**src/rtl/csa42_tree_pipe.sv**
```systemverilog
// Pipelined carry-save reduction tree of 4-2 compressor rows: NUM_OPS (4 or 8)
// masked operands become a redundant sum/carry pair, under a valid/ready handshake.

module csa42_row #(
    parameter int WIDTH = 48
) (
    input  logic [WIDTH-1:0] a,
    input  logic [WIDTH-1:0] b,
    input  logic [WIDTH-1:0] c,
    input  logic [WIDTH-1:0] d,
    output logic [WIDTH-1:0] s,
    output logic [WIDTH-1:0] cy
);
    logic [WIDTH-1:0] x1, cin;
    logic [WIDTH-2:0] co, cc;

    // The MSB cout and carry fall off the top, so only WIDTH-1 of each are built.
    assign x1  = a ^ b ^ c;
    assign co  = (a[WIDTH-2:0] & b[WIDTH-2:0]) | (a[WIDTH-2:0] & c[WIDTH-2:0]) |
                 (b[WIDTH-2:0] & c[WIDTH-2:0]);
    assign cin = {co, 1'b0};
    assign s   = x1 ^ d ^ cin;
    assign cc  = (x1[WIDTH-2:0] & d[WIDTH-2:0]) | (x1[WIDTH-2:0] & cin[WIDTH-2:0]) |
                 (d[WIDTH-2:0] & cin[WIDTH-2:0]);
    assign cy  = {cc, 1'b0};
endmodule

module csa42_tree_pipe #(
    parameter int WIDTH    = 48,
    parameter int NUM_OPS  = 8,
    parameter int PIPE_MID = 1,
    parameter int TAG_W    = 4
) (
    input  logic                       clk,
    input  logic                       rst,
    input  logic                       in_valid,
    output logic                       in_ready,
    input  logic [NUM_OPS*WIDTH-1:0]   in_ops,
    input  logic [NUM_OPS-1:0]         in_mask,
    input  logic [TAG_W-1:0]           in_tag,
    output logic                       out_valid,
    input  logic                       out_ready,
    output logic [WIDTH-1:0]           out_sum,
    output logic [WIDTH-1:0]           out_carry,
    output logic [TAG_W-1:0]           out_tag
);
    localparam bit MID = (NUM_OPS == 8) && (PIPE_MID != 0);

    logic [NUM_OPS-1:0][WIDTH-1:0] ops_m;
    logic [WIDTH-1:0]              fin_s, fin_c;
    logic [TAG_W-1:0]              fin_tag;
    logic                          fin_vld, out_rdy;

    for (genvar k = 0; k < NUM_OPS; k++) begin : g_mask
        assign ops_m[k] = in_mask[k] ? in_ops[k*WIDTH +: WIDTH] : '0;
    end

    assign out_rdy = !out_valid | out_ready;

    if (NUM_OPS == 4) begin : g_one
        csa42_row #(.WIDTH(WIDTH)) u_row (
            .a(ops_m[0]), .b(ops_m[1]), .c(ops_m[2]), .d(ops_m[3]),
            .s(fin_s), .cy(fin_c)
        );
        assign fin_vld  = in_valid;
        assign fin_tag  = in_tag;
        assign in_ready = out_rdy;
    end else begin : g_two
        logic [1:0][WIDTH-1:0] l1_s, l1_c;
        logic [3:0][WIDTH-1:0] l2_in;

        for (genvar r = 0; r < 2; r++) begin : g_l1
            csa42_row #(.WIDTH(WIDTH)) u_row (
                .a(ops_m[4*r]), .b(ops_m[4*r+1]), .c(ops_m[4*r+2]), .d(ops_m[4*r+3]),
                .s(l1_s[r]), .cy(l1_c[r])
            );
        end

        if (MID) begin : g_mid
            logic                  mid_vld, mid_rdy;
            logic [3:0][WIDTH-1:0] mid_v;
            logic [TAG_W-1:0]      mid_tag;

            assign mid_rdy = !mid_vld | out_rdy;

            always_ff @(posedge clk or posedge rst) begin
                if (rst) begin
                    mid_vld <= 1'b0;
                    mid_v   <= '0;
                    mid_tag <= '0;
                end else if (mid_rdy) begin
                    mid_vld <= in_valid;
                    if (in_valid) begin
                        mid_v   <= {l1_c[1], l1_s[1], l1_c[0], l1_s[0]};
                        mid_tag <= in_tag;
                    end
                end
            end

            assign l2_in    = mid_v;
            assign fin_vld  = mid_vld;
            assign fin_tag  = mid_tag;
            assign in_ready = mid_rdy;
        end else begin : g_flat
            assign l2_in    = {l1_c[1], l1_s[1], l1_c[0], l1_s[0]};
            assign fin_vld  = in_valid;
            assign fin_tag  = in_tag;
            assign in_ready = out_rdy;
        end

        csa42_row #(.WIDTH(WIDTH)) u_l2 (
            .a(l2_in[0]), .b(l2_in[1]), .c(l2_in[2]), .d(l2_in[3]),
            .s(fin_s), .cy(fin_c)
        );
    end

    // Output register: loads whenever it is empty or being drained this edge.
    always_ff @(posedge clk or posedge rst) begin
        if (rst) begin
            out_valid <= 1'b0;
            out_sum   <= '0;
            out_carry <= '0;
            out_tag   <= '0;
        end else if (out_rdy) begin
            out_valid <= fin_vld;
            if (fin_vld) begin
                out_sum   <= fin_s;
                out_carry <= fin_c;
                out_tag   <= fin_tag;
            end
        end
    end
endmodule

```
**config.mk**
```make
export PLATFORM = sky130hd
export DESIGN_NAME = csa42_tree_pipe
export DESIGN_NICKNAME = d
export VERILOG_FILES = /design/src/rtl/csa42_tree_pipe.sv
export SDC_FILE = /design/constraint.sdc
export NUM_CORES = 1
export LEC_CHECK = 0
export CAP_MARGIN = 20
export CORE_MARGIN = 3
export CORE_UTILIZATION = 55
export CTS_CLUSTER_DIAMETER = 40
export DETAILED_ROUTE_END_ITERATION = 7
export DONT_BUFFER_PORTS = 1
export PLACE_DENSITY = 0.7
export SLEW_MARGIN = 20
export SYNTH_ARGS = -nofsm -noshare
export SYNTH_HDL_FRONTEND = slang
export SYNTH_HIERARCHICAL = 1
export SYNTH_SLANG_ARGS = --single-unit
```
**constraint.sdc**
```tcl
create_clock -name clk -period 13.6 [get_ports clk]
set_input_delay 2.72 -clock clk [delete_from_list [all_inputs] [get_ports clk]]
set_output_delay 2.72 -clock clk [all_outputs]
set_load 0.05 [all_outputs]
```
After elaboration in Yosys (flattened, before gate mapping)
Index checks and enable logic that the tools add are counted.
{"block": "op_classes", "bitwise_logic": 44, "reduce_logical": 4, "muxes": 8}
{"cell": "$and 47x47->47", "count": 18}
{"cell": "$xor 48x48->48", "count": 12}
{"cell": "$or 47x47->47", "count": 12}
{"cell": "$mux 48", "count": 8}
{"cell": "$reduce_and 2->1", "count": 2}
{"cell": "$logic_not 1->1", "count": 2}
{"cell": "$or 1x1->1", "count": 2}
{"block": "totals", "reg_bits": 295, "input_bits": 400, "output_inout_bits": 102}

Depth between registers and ports, before layout
{"block": "depth", "word_depth": 7, "depth_mapped": 7, "ltp_nobuf": 5}

Hierarchy
Netlist, hierarchy kept.
{"mod": "csa42_tree_pipe", "n_inst": 1, "cells_each": 1056, "area_each_um2": 13619.3}
{"mod": "csa42_row", "n_inst": 3, "cells_each": 99, "area_each_um2": 1925.6}

Worst setup path after synthesis
Ideal clock, no wire load.
{"block": "synth_path", "kind": "input -> output", "startpoint": "in out_ready", "endpoint": "out in_ready", "arrival_time_ns": 2.968, "path_stages": 1, "required_ns": 10.880, "path_slack_ns": 7.912, "path_cell_list": "nand3b_4"}
{"block": "synth_via", "elab_chain_cells": 2}
{"element": "from (decl)", "line": "42", "text": "input logic out_ready,"}
{"element": "$or 1x1->1", "line": "58", "text": "assign out_rdy = !out_valid | out_ready;"}
{"element": "$or 1x1->1", "line": "84", "text": "assign mid_rdy = !mid_vld | out_rdy;"}
{"element": "to (decl)", "line": "37", "text": "output logic in_ready,"}
Every way passes these cells.

Worst setup path after layout
Ends and elaborated chain as after synthesis.

==> impl_metrics.ini <==
[run]
timing.max_cap.violations = 0

[timing]
clock_skew_ps = 23.1
fin_worst_hold_slack_ps = 506
setup_slack_ps = 7880
rsz_0062_raised_after_global_routing = false
timing_hold_violations_final = 0
finalSetupViolCount = 0
finalCriticalPeriod_ps = 5720
timing.final.crit_share_pct = 42.1
maxSlewHeadroom_pct = 28.9
fmax_ghz = 0.175
worst_slew_pin_slew_ps = 1070
max_slew_violation_total_from_the_final_report = 0
setup_tns_ps = 0

[logic_synthesis]
synth_most_common_cell = and2_1
synth.yosys.warnings = 6
yosys_register_bits = 298
synthDominantAreaCellType = dfrtp_1
synth.area.top_cells = dfrtp_1 38%, fa_1 29%, and2_1 12%
synth.cell_area_sq_um = 19400
library_cells_used_by_synthesis = 19
yosys.area.top_type_share_pct = 38.4
ys_seq_area_share_pct = 38.4
leading_cell_types_by_count_after_synthesis = 384 x and2_1, 298 x dfrtp_1, 279 x fa_1
postSynth.asyncResetShare_pct = 100
dominant_synthesized_flop_cell = dfrtp_1
netlist_instances = 1353
postSynthNetCount = 2035
postSynthAreaPerCell_sq_um = 14.3
synth_edf_count = 0

[global_routing]
overflow = 0
maximum_number_of_pins_on_one_net_before_global_route_repair = 126
vias_in_the_first_global_route = 12200
grt_busiest_layer = met2
grt_pass1_wl_microns = 70600
global_route.usage.met2_pct = 41.5
track_usage_pct = 24.4
met1_usage_pct = 30.9
grtUsageMet3_pct = 7.00
grt_antenna_before_repair = 10

[placed_design]
post-place-ws_ps = 7880
placement.io_buffers = 0
dp_hpwl_microns = 33200
post_dp_cell_area_sq_um = 19600
gpl.final_weighted_congestion = 0.887

[setup_path]
timing.critical_path.from_type = input pin
setup.reg_to_reg.worst_slack_ps = 10100
critPathSlowestCell = nand3b_4
critical_path.cell_chain = nand3b_4
worstPathArrival_ps = 3000
cp_data_required_time_ps = 10880
timing.critical_path.slowest_cell_delay_ps = 280
timing.critical_path.max_delay_family = simple AND/OR/NAND/NOR gates
cp_num_buf_inv = 0
timing.critical_path.fanout_max = 3
setup.worst_path.end_class = output pin
critical_setup_path_kind = in -> out

[floorplan]
io_pins = 502
dieArea_sq_um = 37600
horiz_die_dim_microns = 194
die_y_microns = 194
start_util_pct = 56.0
core_area_sq_um = 34600
row_count = 68

[drt]
postRouteAntennaNets = 0
first_iter_violations = 359
drt_wl_total_microns = 44700
dr_vias_cell = 5.62
drt_pass1_iterations = 7
drc_errors = 0
wire_per_inst_microns = 24.5
vias = 10300

[clocking]
clock_tree_from_tritoncts = done
clkLatencyLatePin_ps = 520
cts_htree_levels = 2
cts.reportedPaths.clkPinSlew_ps = 50
cts_made_buffers = 44
root_buffer = clkbuf_16
cts_num_sinks = 298
postCtsSetupRepairBufs = 0
cts_repair_resize_count = 0
max-clock-path-buffers = 3
postCtsHoldBufs = 0

[pwr]
power_density_nw_per_um2 = 195
finalPower_mw = 4.13
irDropWorstVdd_mv = 0.124
static-leakage-power_nw = 9.50

[hold_path]
min_path_type = reg -> reg

[finish]
fin_nets = 2013
fraction_of_layout_instances_using_a_drive_strength_above_1_pct = 20.5
area_growth_syn_to_layout_pct = 9.50
layout.cell_area.non_filler_sq_um = 21200

[outcome]
status = completed
## routing by layer
metal	wire length [microns]	vias to the layer above
met1	17300	5494
met3	3480	73
li1	-	4323
met5	34	-
met2	22900	380
met4	1030	6
## registers in the layout, indices dropped and copies added, names as in the netlist
signal and count:
out_valid 1, g_two.g_mid.mid_v 192, out_sum 48, fin_vld 1
out_tag 4, fin_tag 4, out_carry 48
## cell usage in the layout, fill, tap and decap left out
cell type     n
clkbuf_8      2
inv_6         4
xnor2_1       3
fa_1        279
ha_1          3
inv_8         2
clkbuf_16    45
dfrtp_1     298
conb_1        3
diode_2       8
nand2_4       1
clkinv_4      1
clkinvlp_4    6
mux2_2      196
xor2_1        3
nand3b_4      1
clkinv_2      7
xnor3_1       3
buf_4         5
nand2_8       1
clkbuf_1      7
nand2b_1      3
and2_1      384
bufinv_16     8
mux2_1      100
buf_16        1
## power breakdown
part	switching (mW)	internal (mW)	total [mW]
logic	0.420	0.557	0.977
clock network	0.410	0.774	1.18
registers	0.794	1.18	1.97
## final timing paths
kind / start / end / cells past startpoint
hold reg to reg: fin_tag[3]$_DFFE_PP0P_ / out_tag[3]$_DFFE_PP0P_ / 1
setup / recovery: out_ready / in_ready / 1
hold / removal: fin_tag[3]$_DFFE_PP0P_ / out_tag[3]$_DFFE_PP0P_ / 1
setup reg to reg: out_valid$_DFFE_PP0P_ / g_two.g_mid.mid_v[47]$_DFFE_PP0P_ / 4
max in group asynchronous: rst / g_two.g_mid.mid_v[40]$_DFFE_PP0P_ / 4
min in group asynchronous: rst / out_carry[30]$_DFFE_PP0P_ / 1
## cells by family after synthesis
logic type               count (synthesis)  share of synthesized area [%]
multiplexers                           296                           17.2
other                                    3                         0.0581
adder cells (fa/ha/maj)                282                           29.0
flip-flops                             298                           38.4
buffers and inverters                   75                           2.06
AND/OR/NAND/NOR                        390                           12.6
XOR/XNOR                                 9                          0.619
## layout make-up
cell class	instances	area (sq um)
Inverter	1	11.3
Fill cell	2584	13400
Tap cell	455	569
Antenna cell	8	20.0
Sequential cell	298	7460
Timing Repair Buffer	6	65.1
Clock inverter	27	375
Multi-Input combinational cell	980	11600
Clock buffer	54	1180
## metrics by stage
step | cells | utilization (%)
2_1_floorplan | 1353 | -
3_3_place_gp | 1739 | 56.7
3_5_place_dp | 1739 | 56.7
4_1_cts | 1820 | 61.2
5_1_grt | 1827 | 61.3
6_report | 1829 | 61.3
Power figures use the tool's default switching activity.
